## config.mk

```make
export PLATFORM = sky130hd
export DESIGN_NAME = imem_loader
export DESIGN_NICKNAME = d
export VERILOG_FILES = /design/src/rtl/imem_loader.sv
export SDC_FILE = /design/constraint.sdc
export NUM_CORES = 1
export LEC_CHECK = 0
export ABC_AREA = 0
export CORE_UTILIZATION = 50
export DETAILED_ROUTE_END_ITERATION = 8
export PLACE_DENSITY = 0.79
export SETUP_SLACK_MARGIN = 0.1
export SLEW_MARGIN = 25
export SYNTH_ARGS = -nofsm -noshare
export SYNTH_HDL_FRONTEND = slang
export SYNTH_SLANG_ARGS = --single-unit
```

## constraint.sdc

```tcl
create_clock -name clock -period 2.65 [get_ports clock]
set_input_delay 0.53 -clock clock [delete_from_list [all_inputs] [get_ports clock]]
set_output_delay 0.53 -clock clock [all_outputs]
set_load 0.005 [all_outputs]
```

## src/rtl/imem_loader.sv

```systemverilog
// imem_loader: boot-time program loader for the MIPS instruction memory.
//
// Accepts a framed, big-endian byte stream (LEN_HI, LEN_LO, then 4*N data
// bytes, MSB first per word) and writes each assembled 32-bit word through a
// single-cycle write port at BASE_ADDR + 4*k. The core is held in reset until
// the whole image is in.
//
// Optional feature macro: IMEM_LOADER_CHECKSUM_EN
//   When defined, one trailing byte must equal the XOR of all data bytes;
//   a mismatch sends the loader to ERR.
//
// Ports:
//   clock, reset      - clock and synchronous active-high reset
//   in_valid/in_data  - byte stream source
//   in_ready          - a byte is accepted when in_valid && in_ready
//   load_req          - restart a load from DONE or ERR
//   wr_en/addr/data   - instruction memory write port (one-cycle strobe)
//   core_reset        - core reset, low only in DONE
//   done, error       - status flags
//   words_loaded      - words written in the current load
module imem_loader #(
    parameter int          ADDR_WIDTH = 8,
    parameter logic [31:0] BASE_ADDR  = 32'h0000_0000
) (
    input  logic                  clock,
    input  logic                  reset,
    input  logic                  in_valid,
    input  logic [7:0]            in_data,
    output logic                  in_ready,
    input  logic                  load_req,
    output logic                  wr_en,
    output logic [31:0]           wr_addr,
    output logic [31:0]           wr_data,
    output logic                  core_reset,
    output logic                  done,
    output logic                  error,
    output logic [ADDR_WIDTH:0]   words_loaded
);

`ifdef IMEM_LOADER_CHECKSUM_EN
    typedef enum logic [2:0] {S_LEN_HI, S_LEN_LO, S_DATA, S_CHK, S_DONE, S_ERR} state_t;
`else
    typedef enum logic [2:0] {S_LEN_HI, S_LEN_LO, S_DATA, S_DONE, S_ERR} state_t;
`endif

    localparam logic [31:0] CAPACITY = 32'd1 << ADDR_WIDTH;

    state_t      state, next;
    logic [7:0]  len_hi;
    logic [15:0] len;
    logic [1:0]  byte_cnt;
    logic [23:0] shift;
`ifdef IMEM_LOADER_CHECKSUM_EN
    logic [7:0]  csum;
`endif

    logic        xfer;
    logic [15:0] len_now;
    logic        word_done;
    logic        last_word;
    logic        reload;

    assign xfer      = in_valid && in_ready;
    assign len_now   = {len_hi, in_data};
    assign word_done = xfer && (state == S_DATA) && (byte_cnt == 2'd3);
    assign last_word = (32'(words_loaded) + 32'd1) == {16'd0, len};
    assign reload    = ((state == S_DONE) || (state == S_ERR)) && load_req;

    // State register
    always_ff @(posedge clock) begin
        if (reset) state <= S_LEN_HI;
        else       state <= next;
    end

    // Next-state logic
    always_comb begin
        next = state;
        case (state)
            S_LEN_HI: if (xfer) next = S_LEN_LO;
            S_LEN_LO: if (xfer) begin
`ifdef IMEM_LOADER_CHECKSUM_EN
                if (len_now == 16'd0)                next = S_CHK;
`else
                if (len_now == 16'd0)                next = S_DONE;
`endif
                else if ({16'd0, len_now} > CAPACITY) next = S_ERR;
                else                                  next = S_DATA;
            end
`ifdef IMEM_LOADER_CHECKSUM_EN
            S_DATA:   if (word_done && last_word) next = S_CHK;
            S_CHK:    if (xfer) next = (in_data == csum) ? S_DONE : S_ERR;
`else
            S_DATA:   if (word_done && last_word) next = S_DONE;
`endif
            S_DONE,
            S_ERR:    if (load_req) next = S_LEN_HI;
            default:  next = S_LEN_HI;
        endcase
    end

    // Outputs decoded from the state register
    always_comb begin
        in_ready   = !reset && (state != S_DONE) && (state != S_ERR);
        done       = (state == S_DONE);
        error      = (state == S_ERR);
        core_reset = (state != S_DONE);
    end

    // Datapath: length capture, word assembly, write port
    always_ff @(posedge clock) begin
        if (reset) begin
            wr_en        <= 1'b0;
            wr_addr      <= BASE_ADDR;
            wr_data      <= 32'd0;
            words_loaded <= '0;
            byte_cnt     <= 2'd0;
            shift        <= 24'd0;
            len_hi       <= 8'd0;
            len          <= 16'd0;
`ifdef IMEM_LOADER_CHECKSUM_EN
            csum         <= 8'd0;
`endif
        end else begin
            wr_en <= 1'b0;
            if (xfer && state == S_LEN_HI) len_hi <= in_data;
            if (xfer && state == S_LEN_LO) len    <= len_now;
            if (xfer && state == S_DATA) begin
                byte_cnt <= byte_cnt + 2'd1;
                shift    <= {shift[15:0], in_data};
`ifdef IMEM_LOADER_CHECKSUM_EN
                csum     <= csum ^ in_data;
`endif
                if (byte_cnt == 2'd3) begin
                    wr_en        <= 1'b1;
                    wr_data      <= {shift, in_data};
                    // 32-bit add, wraps naturally past 2**32
                    wr_addr      <= BASE_ADDR + (32'(words_loaded) << 2);
                    words_loaded <= words_loaded + 1'b1;
                end
            end
            if (reload) begin
                words_loaded <= '0;
                byte_cnt     <= 2'd0;
`ifdef IMEM_LOADER_CHECKSUM_EN
                csum         <= 8'd0;
`endif
            end
        end
    end

endmodule

```

==> impl_results.html <==
<table>
<tr><th>Metric</th><th>Value</th></tr>
<tr><th colspan="2">Run status</th></tr>
<tr><td>Result of the run</td><td>finished clean</td></tr>
<tr><th colspan="2">Yosys</th></tr>
<tr><td>Adder-cell share of the synthesized area</td><td>less than 1%</td></tr>
<tr><td>Synthesized netlist cell count</td><td>roughly 530</td></tr>
<tr><td>FF+latch count, synth</td><td>between 100 and 150</td></tr>
<tr><td>Synthesized-area fraction occupied by ao, oa, aoi and oai cells</td><td>11.1%</td></tr>
<tr><td>Share of cell area taken by muxes after synthesis</td><td>under 10%</td></tr>
<tr><td>Post-Syn Area per Cell</td><td>just over 8 um2</td></tr>
<tr><td>Number of distinct standard cells referenced by the synthesized netlist</td><td>between 40 and 50</td></tr>
<tr><td>Combinational family with the most area after synthesis</td><td>simple AND/OR/NAND/NOR gates</td></tr>
<tr><td>Post-synth top flop</td><td>dfxtp_1</td></tr>
<tr><td>Number of enable flip-flop cells after synthesis</td><td>0</td></tr>
<tr><td>Ys Warns</td><td>0</td></tr>
<tr><td>Xor/xnor share of the synthesized area</td><td>under 10%</td></tr>
<tr><td>Share of synthesized area occupied by flip-flops and latches</td><td>between 40% and 50%</td></tr>
<tr><td>Share of synthesized flip-flops with an asynchronous set or reset</td><td>0%</td></tr>
<tr><td>Netlist Area Pre-Place</td><td>0.00438 mm2</td></tr>
<tr><td>Area fraction in and, or, nand and nor cells after synthesis</td><td>approximately a quarter</td></tr>
<tr><th colspan="2">Critical path</th></tr>
<tr><td>FF-to-FF setup slack</td><td>between 600 and 700 ps</td></tr>
<tr><td>Setup CP Type</td><td>flip-flop to output port</td></tr>
<tr><td>Max stage delay on crit path</td><td>about 600 ps</td></tr>
<tr><td>Data arrival time of the critical path</td><td>between 1500 and 2000 ps</td></tr>
<tr><td>Reg-to-Reg Start</td><td>len[11]</td></tr>
<tr><td>Kind of cell with the highest combined delay on the critical path</td><td>buffers and inverters</td></tr>
<tr><td>CP max-delay cell</td><td>clkdlybuf4s50_1</td></tr>
<tr><td>Largest fanout on the critical path</td><td>12</td></tr>
<tr><td>Endpoint of the lowest-slack register-to-register path</td><td>state[2]</td></tr>
<tr><td>Data required time at the worst endpoint</td><td>2120 ps</td></tr>
<tr><td>Buf+Inv Stages, Crit Path</td><td>1</td></tr>
<tr><td>Cell chain of the critical path</td><td>nor3b_1 &gt; clkdlybuf4s50_1</td></tr>
<tr><td>Kind of end point of the critical path</td><td>output port</td></tr>
<tr><td>Category of the worst setup path launch point</td><td>flip-flop</td></tr>
<tr><td>Number of cells traversed by the worst register-to-register path</td><td>6</td></tr>
<tr><th colspan="2">Detailed routing</th></tr>
<tr><td>Iteration-0 DRC Markers</td><td>roughly 200</td></tr>
<tr><td>Per-cell routed wire length</td><td>13.6 um</td></tr>
<tr><td>Remaining antenna violation count after routing</td><td>0</td></tr>
<tr><td>Number of iterations in the first detailed-routing pass</td><td>4</td></tr>
<tr><td>Total via count in the routed design</td><td>about 3.6k</td></tr>
<tr><td>Residual DRC count</td><td>0</td></tr>
<tr><td>Via density</td><td>slightly above 5</td></tr>
<tr><td>Final wirelength</td><td>approximately 9500 um</td></tr>
<tr><th colspan="2">Global route</th></tr>
<tr><td>Largest net degree at the start of global routing</td><td>58</td></tr>
<tr><td>Number of antenna violations at the first check in global routing</td><td>0</td></tr>
<tr><td>Number of global-route vias before repair</td><td>around 3.2k</td></tr>
<tr><td>First-pass GRT wire length</td><td>15300 um</td></tr>
<tr><td>GRT Util Overall</td><td>21.7%</td></tr>
<tr><td>Overall overflow remaining after global route</td><td>0</td></tr>
<tr><th colspan="2">Clock network</th></tr>
<tr><td>Post-CTS setup buffer count</td><td>0</td></tr>
<tr><td>CTS buffer count</td><td>9</td></tr>
<tr><td>H-tree depth</td><td>3</td></tr>
<tr><td>Clock transition at path regs</td><td>~90 ps</td></tr>
<tr><td>Clock Path Buffers</td><td>2</td></tr>
<tr><td>Root buffer cell</td><td>clkbuf_8</td></tr>
<tr><td>TritonCTS clock tree</td><td>yes</td></tr>
<tr><td>Clock sinks</td><td>roughly 100</td></tr>
<tr><td>Clock latency on the worst-skew pair</td><td>around 370 ps</td></tr>
<tr><th colspan="2">Pwr</th></tr>
<tr><td>Power per cell area</td><td>approximately 510 mW/mm2</td></tr>
<tr><td>PnR Total Power</td><td>~2.7 mW</td></tr>
<tr><td>Maximum resistive drop on vdd</td><td>~0.33 mV</td></tr>
<tr><td>Leak</td><td>1.87 nW</td></tr>
<tr><th colspan="2">STA</th></tr>
<tr><td>Final setup violation count</td><td>0</td></tr>
<tr><td>Final worst slack</td><td>roughly 260 ps</td></tr>
<tr><td>Hold Violations, Final</td><td>0</td></tr>
<tr><td>Clock skew</td><td>around 9 ps</td></tr>
<tr><td>Time the worst path needs with I/O delays and setup</td><td>between 2000 and 2500 ps</td></tr>
<tr><td>Sum of negative setup slack</td><td>0 ps</td></tr>
<tr><td>RSZ-0062 raised after global routing</td><td>false</td></tr>
<tr><td>Fin crit share</td><td>between 90% and 100%</td></tr>
<tr><td>F_max</td><td>around 420 MHz</td></tr>
<tr><td>Final number of max-transition violations</td><td>0</td></tr>
<tr><th colspan="2">Hold path</th></tr>
<tr><td>Path category of the worst min-delay check</td><td>flip-flop to flip-flop</td></tr>
<tr><td>Worst hold path depth</td><td>2</td></tr>
<tr><td>Startpoint of the most critical hold path</td><td>wr_addr[10]</td></tr>
<tr><td>End of the worst hold path</td><td>wr_addr[10]</td></tr>
<tr><th colspan="2">Die</th></tr>
<tr><td># rows</td><td>33</td></tr>
<tr><td>Vertical extent of the die</td><td>around 96 um</td></tr>
<tr><td>I/O Pins</td><td>90</td></tr>
<tr><td>X dimension of the die</td><td>between 90 and 100 um</td></tr>
<tr><td>CORE AREA</td><td>around 0.0083 mm2</td></tr>
<tr><td>Overall die area</td><td>between 0.009 and 0.01 mm2</td></tr>
<tr><td>Initial core utilization</td><td>52.6%</td></tr>
<tr><th colspan="2">Flow run</th></tr>
<tr><td>Total of max-cap violations</td><td>0</td></tr>
<tr><th colspan="2">Cells and area</th></tr>
<tr><td>Number of antenna diodes</td><td>0</td></tr>
<tr><td>Fill cell total of the finished layout</td><td>between 700 and 800</td></tr>
<tr><td>Synthesis-to-layout area growth</td><td>21.8%</td></tr>
<tr><td>Final #Nets</td><td>around 600</td></tr>
<tr><td>Share of final-layout standard cells stronger than drive strength 1</td><td>between 8 and 9%</td></tr>
<tr><th colspan="2">Place</th></tr>
<tr><td>Pre-CTS worst setup slack</td><td>71.6 ps</td></tr>
<tr><td>Port-buffer cells</td><td>66</td></tr>
<tr><td>Final weighted congestion in routability-driven placement</td><td>0.830</td></tr>
<tr><td>DPL Wire Length</td><td>6540 um</td></tr>
</table>
==> state kept, by name, indices dropped and copies added (netlist names) <==
register / cells
shift: 24
words_loaded: 9
wr_addr: 9
wr_data: 32
wr_en: 1
len_hi: 8
len: 16
byte_cnt: 2
state: 3
==> cells in the final DEF, fill, tap and decap left out, drive strengths merged, types with 2 or more instances in the layout <==
cell / count
nor4: 4
or3: 2
xor2: 6
and3: 4
conb: 23
a21oi: 48
xnor2: 13
and4: 2
o21ai: 28
nand3b: 2
nor3b: 3
clkdlybuf4s50: 65
inv: 8
nand2b: 25
or3b: 2
buf: 21
a22oi: 2
nand4: 4
dfxtp: 104
mux2i: 24
nor3: 5
nand2: 119
nor2: 44
ha: 2
nand3: 6
clkbuf: 11
==> final cells by class <==
class	count	area (um2)	area share (%)
multi-input combinational	382	2060	38.6
clock buffer	11	151	2.84
timing repair buffer	86	843	15.8
clock inverter	5	47.5	0.891
tap	105	131	2.46
sequential	104	2080	39.1
inverter	5	18.8	0.352
==> report_power, final <==
part / total [mW] / leakage (nW) / switching, mW / internal, mW
Combinational: 0.153 / 0.936 / 0.0838 / 0.0696
Clock: 0.975 / 0.100 / 0.563 / 0.412
Sequential: 1.59 / 0.839 / 0.0145 / 1.57
==> worst register-to-register path: cells and delay by family (launching register included) <==
kind,cells,cell delay [ps]
compound gates,2,510
flops,1,320
simple gates,4,1140
==> metal layers <==
metal	track usage [%]	part of all wire, %
met4	7.46	1.6
met3	4.47	5.6
met5	0	0
met1	29.1	46
met2	34.7	46
==> metrics by stage <==
step | util (%) | hold slack [ps] | instances | cell area, um2
after floorplan | - | 432 | 549 | 4470
after global placement | 61.5 | 442 | 682 | 5130
after detailed placement | 61.5 | 446 | 682 | 5130
after CTS | 63.9 | 460 | 698 | 5330
after global routing | 64.0 | 474 | 698 | 5340
final | 64.0 | 456 | 698 | 5340
==> logic make-up after synthesis <==
| logic type | Yosys count |
|---|---|
| flip-flops | 104 |
| XOR/XNOR | 19 |
| buffers and inverters | 63 |
| multiplexers | 24 |
| other | 1 |
| adder cells (fa/ha/maj) | 2 |
| AO/OA/AOI/OAI | 88 |
| AND/OR/NAND/NOR | 226 |
==> synthesized netlist by cell type (2+ instances only) <==
cell type	n	area [um2]
a21oi_1	48	240
a22oi_1	2	15.0
and3_1	4	25.0
and4_1	2	17.5
buf_1	2	7.51
buf_2	3	15.0
buf_4	23	173
clkbuf_1	29	109
dfxtp_1	104	2080
ha_1	2	25.0
inv_1	4	15.0
mux2i_1	24	240
nand2_1	118	443
nand2b_1	25	156
nand3_1	6	30.0
nand3b_1	2	15.0
nand4_1	3	18.8
nor2_1	44	165
nor3_1	4	20.0
nor3b_1	2	15.0
nor4_1	4	25.0
o21ai_0	28	140
or3_1	2	12.5
xnor2_1	13	114
xor2_1	6	52.6
==> worst max-delay path by stage <==
stage | from | end | slack, ps | cells after the start
after CTS | state[0] | in_ready | 140 | 5
after global placement | in_valid | state[2] | 150 | 9
after floorplan | reset | state[2] | 230 | 10
after detailed placement | in_valid | state[2] | 70 | 9
after global routing | state[0] | in_ready | 160 | 5
final | state[1] | error | 260 | 2
==> repair_timing <==
| item | 4_1_cts | 5_1_grt |
|---|---|---|
| gates resized for setup | 0 | 3 |
| endpoints found under the hold margin | 0 | 0 |
| setup endpoints to repair | 0 | 2 |
| hold buffers | 0 | 0 |
(Power assumes the default switching activity.)
==> RTL edit 1 (same settings) <==
`ADDR_WIDTH`: 8 -> 10.
--- a/src/rtl/imem_loader.sv
+++ b/src/rtl/imem_loader.sv
@@ -19,7 +19,7 @@
 //   done, error       - status flags
 //   words_loaded      - words written in the current load
 module imem_loader #(
-    parameter int          ADDR_WIDTH = 8,
+    parameter int          ADDR_WIDTH = 10,
     parameter logic [31:0] BASE_ADDR  = 32'h0000_0000
 ) (
     input  logic                  clock,
Interface: changed (resized words_loaded); port bits go from 90 to 92. The function was not compared with the original's and may differ.
==> RTL edit 1 against the original RTL <==
Global-route usage is 0.42 points higher. Highest routed layer unchanged. Register-to-register slack worse by 0.23 ns. Worst setup slack better by 0.0050 ns. Wire length is 6.5% higher. Maximum frequency is 0.21% higher. Synthesized area is 3.9% higher. First-iteration DRC count is 20% higher. Design area is 3.0% higher. Largest cell class unchanged. Sequential cell count is 4 higher.
Power is not compared: it rests on default switching activity, and its combinational part moved more than twofold at a synthesized area within 25%.
==> RTL edit 1: results <==
metrics = {
    "grt": {
        "gr-usage-met2_pct": 35.9,
        "grt_pass1_wl_um": 17100,
        "grt_pass1_vias": 3655,
        "met1_usage_pct": 29.5,
        "grt_max_degree": 90,
        "grtUsageMet3_pct": 3.96,
        "track_usage_pct": 22.1,
    },
    "place": {
        "place_ws_ns": 0.136,
        "placement.cell_area_um2": 5310,
        "placedCellCount": 730,
        "dp_hpwl_um": 6910,
        "place.gp.congestion": 0.882,
        "io_buffers": 70,
    },
    "route": {
        "route.met3.wl_um": 472,
        "drt-initial-drc-count": 244,
        "totalWireLength_um": 10100,
        "drt_pre_antenna_iters": 5,
        "vias_per_cell": 5.26,
    },
    "yosys": {
        "ys_top_cells_by_count": "157 x nand2_1, 108 x dfxtp_1, 66 x a21oi_1",
        "avgSynthCellArea_um2": 8.00,
        "synthDistinctLibCells": 47,
        "synth_area_leaders": "dfxtp_1 47%, nand2_1 13%, a21oi_1 7.3%",
        "ys_seq_area_share_pct": 47.5,
    },
    "cts": {
        "clk_latency_ns": 0.38,
    },
    "final_layout": {
        "multi_input_area_um2": 2120,
        "drive_above_1_share_pct": 7.52,
        "nNetsFinal": 647,
        "final_cell_count_no_fill": 746,
        "filler_cell_count": 778,
    },
    "outcome": {
        "status": "complete, no violations",
    },
    "sta": {
        "finalCritPeriodShare_pct": 89.9,
        "fin_hold_ws_ns": 0.448,
        "fin_skew_ns": 0.0115,
    },
    "worst_hold_path": {
        "hold_class": "input port to register",
    },
    "worst_setup_path": {
        "crit_fanout": 10,
        "crit_family": "buffers and inverters",
        "cpPeakStageDelay_ns": 0.55,
    },
}
==> RTL edit 1: layout make-up <==
type                            instances  share of cell area [%]
Clock inverter                          7                    1.21
Tap cell                              108                    2.46
Clock buffer                            9                    2.25
Multi-Input combinational cell        418                    38.5
Sequential cell                       108                    39.3
Timing Repair Buffer                   93                    16.0
Inverter                                3                   0.205
==> RTL edit 1: logic make-up after synthesis <==
family | count (synthesis) | synth area share [%]
and+or+nand+nor | 260 | 25.4
AOI/OAI and AO/OA | 103 | 12.3
xor gates and xnor gates | 23 | 4.42
adders and majority gates | 2 | 0.549
DFF | 108 | 47.5
other | 1 | 0.0823
muxes | 9 | 2.09
buffers and inverters | 63 | 7.69
==> RTL edit 1: path summary, 6_finish.rpt <==
check | start | to | cells after the start
max | state[1] | in_ready | 5
min | reset | len[10] | 2
max reg2reg | words_loaded[0] | state[0] | 7
min reg2reg | wr_addr[2] | wr_addr[2] | 2
==> RTL edit 2 (same settings) <==
Without the edit above. The 5 states of `state_t` get a Gray code encoding in 3 bits.
--- a/src/rtl/imem_loader.sv
+++ b/src/rtl/imem_loader.sv
@@ -40,7 +40,7 @@
 `ifdef IMEM_LOADER_CHECKSUM_EN
     typedef enum logic [2:0] {S_LEN_HI, S_LEN_LO, S_DATA, S_CHK, S_DONE, S_ERR} state_t;
 `else
-    typedef enum logic [2:0] {S_LEN_HI, S_LEN_LO, S_DATA, S_DONE, S_ERR} state_t;
+    typedef enum logic [2:0] {S_LEN_HI = 3'b000, S_LEN_LO = 3'b001, S_DATA = 3'b011, S_DONE = 3'b010, S_ERR = 3'b110} state_t;
 `endif
 
     localparam logic [31:0] CAPACITY = 32'd1 << ADDR_WIDTH;
Check against the original RTL: same outputs for any inputs over 10 cycles, from zero or initial values and one cycle with reset high; not proved beyond that.
==> RTL edit 2 against the original RTL <==
Wire length decreased by 1.9%. Total power up 1.4%. Synthesized area down 1.4%. Design area decreased by 2.6%. Count of clock-buffer cells in the layout is 2 lower. Worst setup slack improved by 0.073 ns. Sequential cell count did not move. Via count increased by 1.1%. Die area fell by 1.4%. Critical path depth is 2 higher.
==> RTL edit 2: results <==
metrics = {
    "route": {
        "wire_per_inst_um": 13.4,
        "met1_length_um": 4260,
        "route.met3.wl_um": 442,
        "wl_met2_um": 4500,
        "vias": 3590,
        "dr.max_layer_used": "met4",
    },
    "worst_hold_path": {
        "min_from": "wr_data[11]",
        "hold_end": "wr_data[11]",
        "min_path_cells": 2,
    },
    "pwr": {
        "pwr-share-clk_pct": 36.0,
        "power_clock_w": 0.000993,
        "power_leakage_nw": 1.95,
        "seqPwrFrac_pct": 58.0,
        "ir_drop_v": 0.000415,
    },
    "place": {
        "placement.cell_area_um2": 4990,
        "placedCellCount": 677,
        "place.gp.congestion": 0.844,
        "place_ws_ns": 0.117,
        "dp_hpwl_um": 6450,
    },
    "final_layout": {
        "nNetsFinal": 597,
        "drive_above_1_share_pct": 6.29,
        "filler_cell_count": 733,
    },
    "yosys": {
        "synthDistinctLibCells": 45,
        "synth_area_leaders": "dfxtp_1 48%, nand2_1 12%, a21oi_1 8.2%",
        "syn_inst": 525,
        "ys_seq_area_share_pct": 48.2,
    },
    "sta": {
        "fin_hold_ws_ns": 0.458,
        "fin_skew_ns": 0.00665,
    },
    "worst_setup_path": {
        "r2r-start": "words_loaded[1]",
        "cp.arrival_ns": 1.78,
        "timing.reg2reg.setup_slack_ns": 0.53,
        "reg2reg_to": "state[0]",
        "crit_fanout": 9,
    },
    "grt": {
        "grt_max_degree": 92,
        "track_usage_pct": 22.1,
        "grt_pass1_vias": 3186,
        "grtUsageMet3_pct": 5.48,
        "met1_usage_pct": 28.6,
        "grt_pass1_wl_um": 15300,
        "gr-usage-met2_pct": 36.2,
    },
    "cts": {
        "post_cts_resized": 0,
    },
    "outcome": {
        "status": "complete, no violations",
    },
}
## RTL edit 2: cell types whose count changed in the layout (fill, tap and decap cells not counted), sizes merged, moves of 3 or more
cell and delta:
and2 +4, and3b +3, o21ai -26, buf -3, inv -3, nand2b -21, a21oi +23, or4 +3
nand2 +22
## RTL edit 2: worst max path at each step
stage,startpoint,endpoint,slack [ns],cells past startpoint
floorplan,reset,len[10],0.70,7
global placement,in_data[4],state[0],0.15,6
detailed placement,in_data[4],state[0],0.12,6
CTS,state[1],done,0.30,4
global route,state[1],done,0.16,4
finish,state[1],done,0.34,4
## RTL edit 2: critical path, cell delays in order, from the launching register on
cell	delay [ns]
dfxtp_1	0.50
nor2b_1	0.28
nand2b_1	0.10
inv_1	0.06
clkdlybuf4s50_1	0.49
## RTL edit 2: area by class of cell
type / instances / area [um^2] / share of cell area, %
clock buffer: 9 / 124 / 2.38
clock inverter: 7 / 78.8 / 1.52
inverter: 3 / 11.3 / 0.217
multi-input combinational: 382 / 1990 / 38.2
sequential: 104 / 2080 / 40.1
tap: 105 / 131 / 2.53
timing repair buffer: 83 / 783 / 15.1
## RTL edit 2: cell families after synthesis
| logic type | Yosys count | synth area share [%] |
|---|---|---|
| other | 1 | 0.0868 |
| AOI/OAI and AO/OA | 83 | 10.3 |
| xor gates and xnor gates | 19 | 3.85 |
| muxes | 24 | 5.56 |
| adders and majority gates | 2 | 0.579 |
| buffers and inverters | 61 | 7.79 |
| DFF | 104 | 48.2 |
| and+or+nand+nor | 231 | 23.7 |
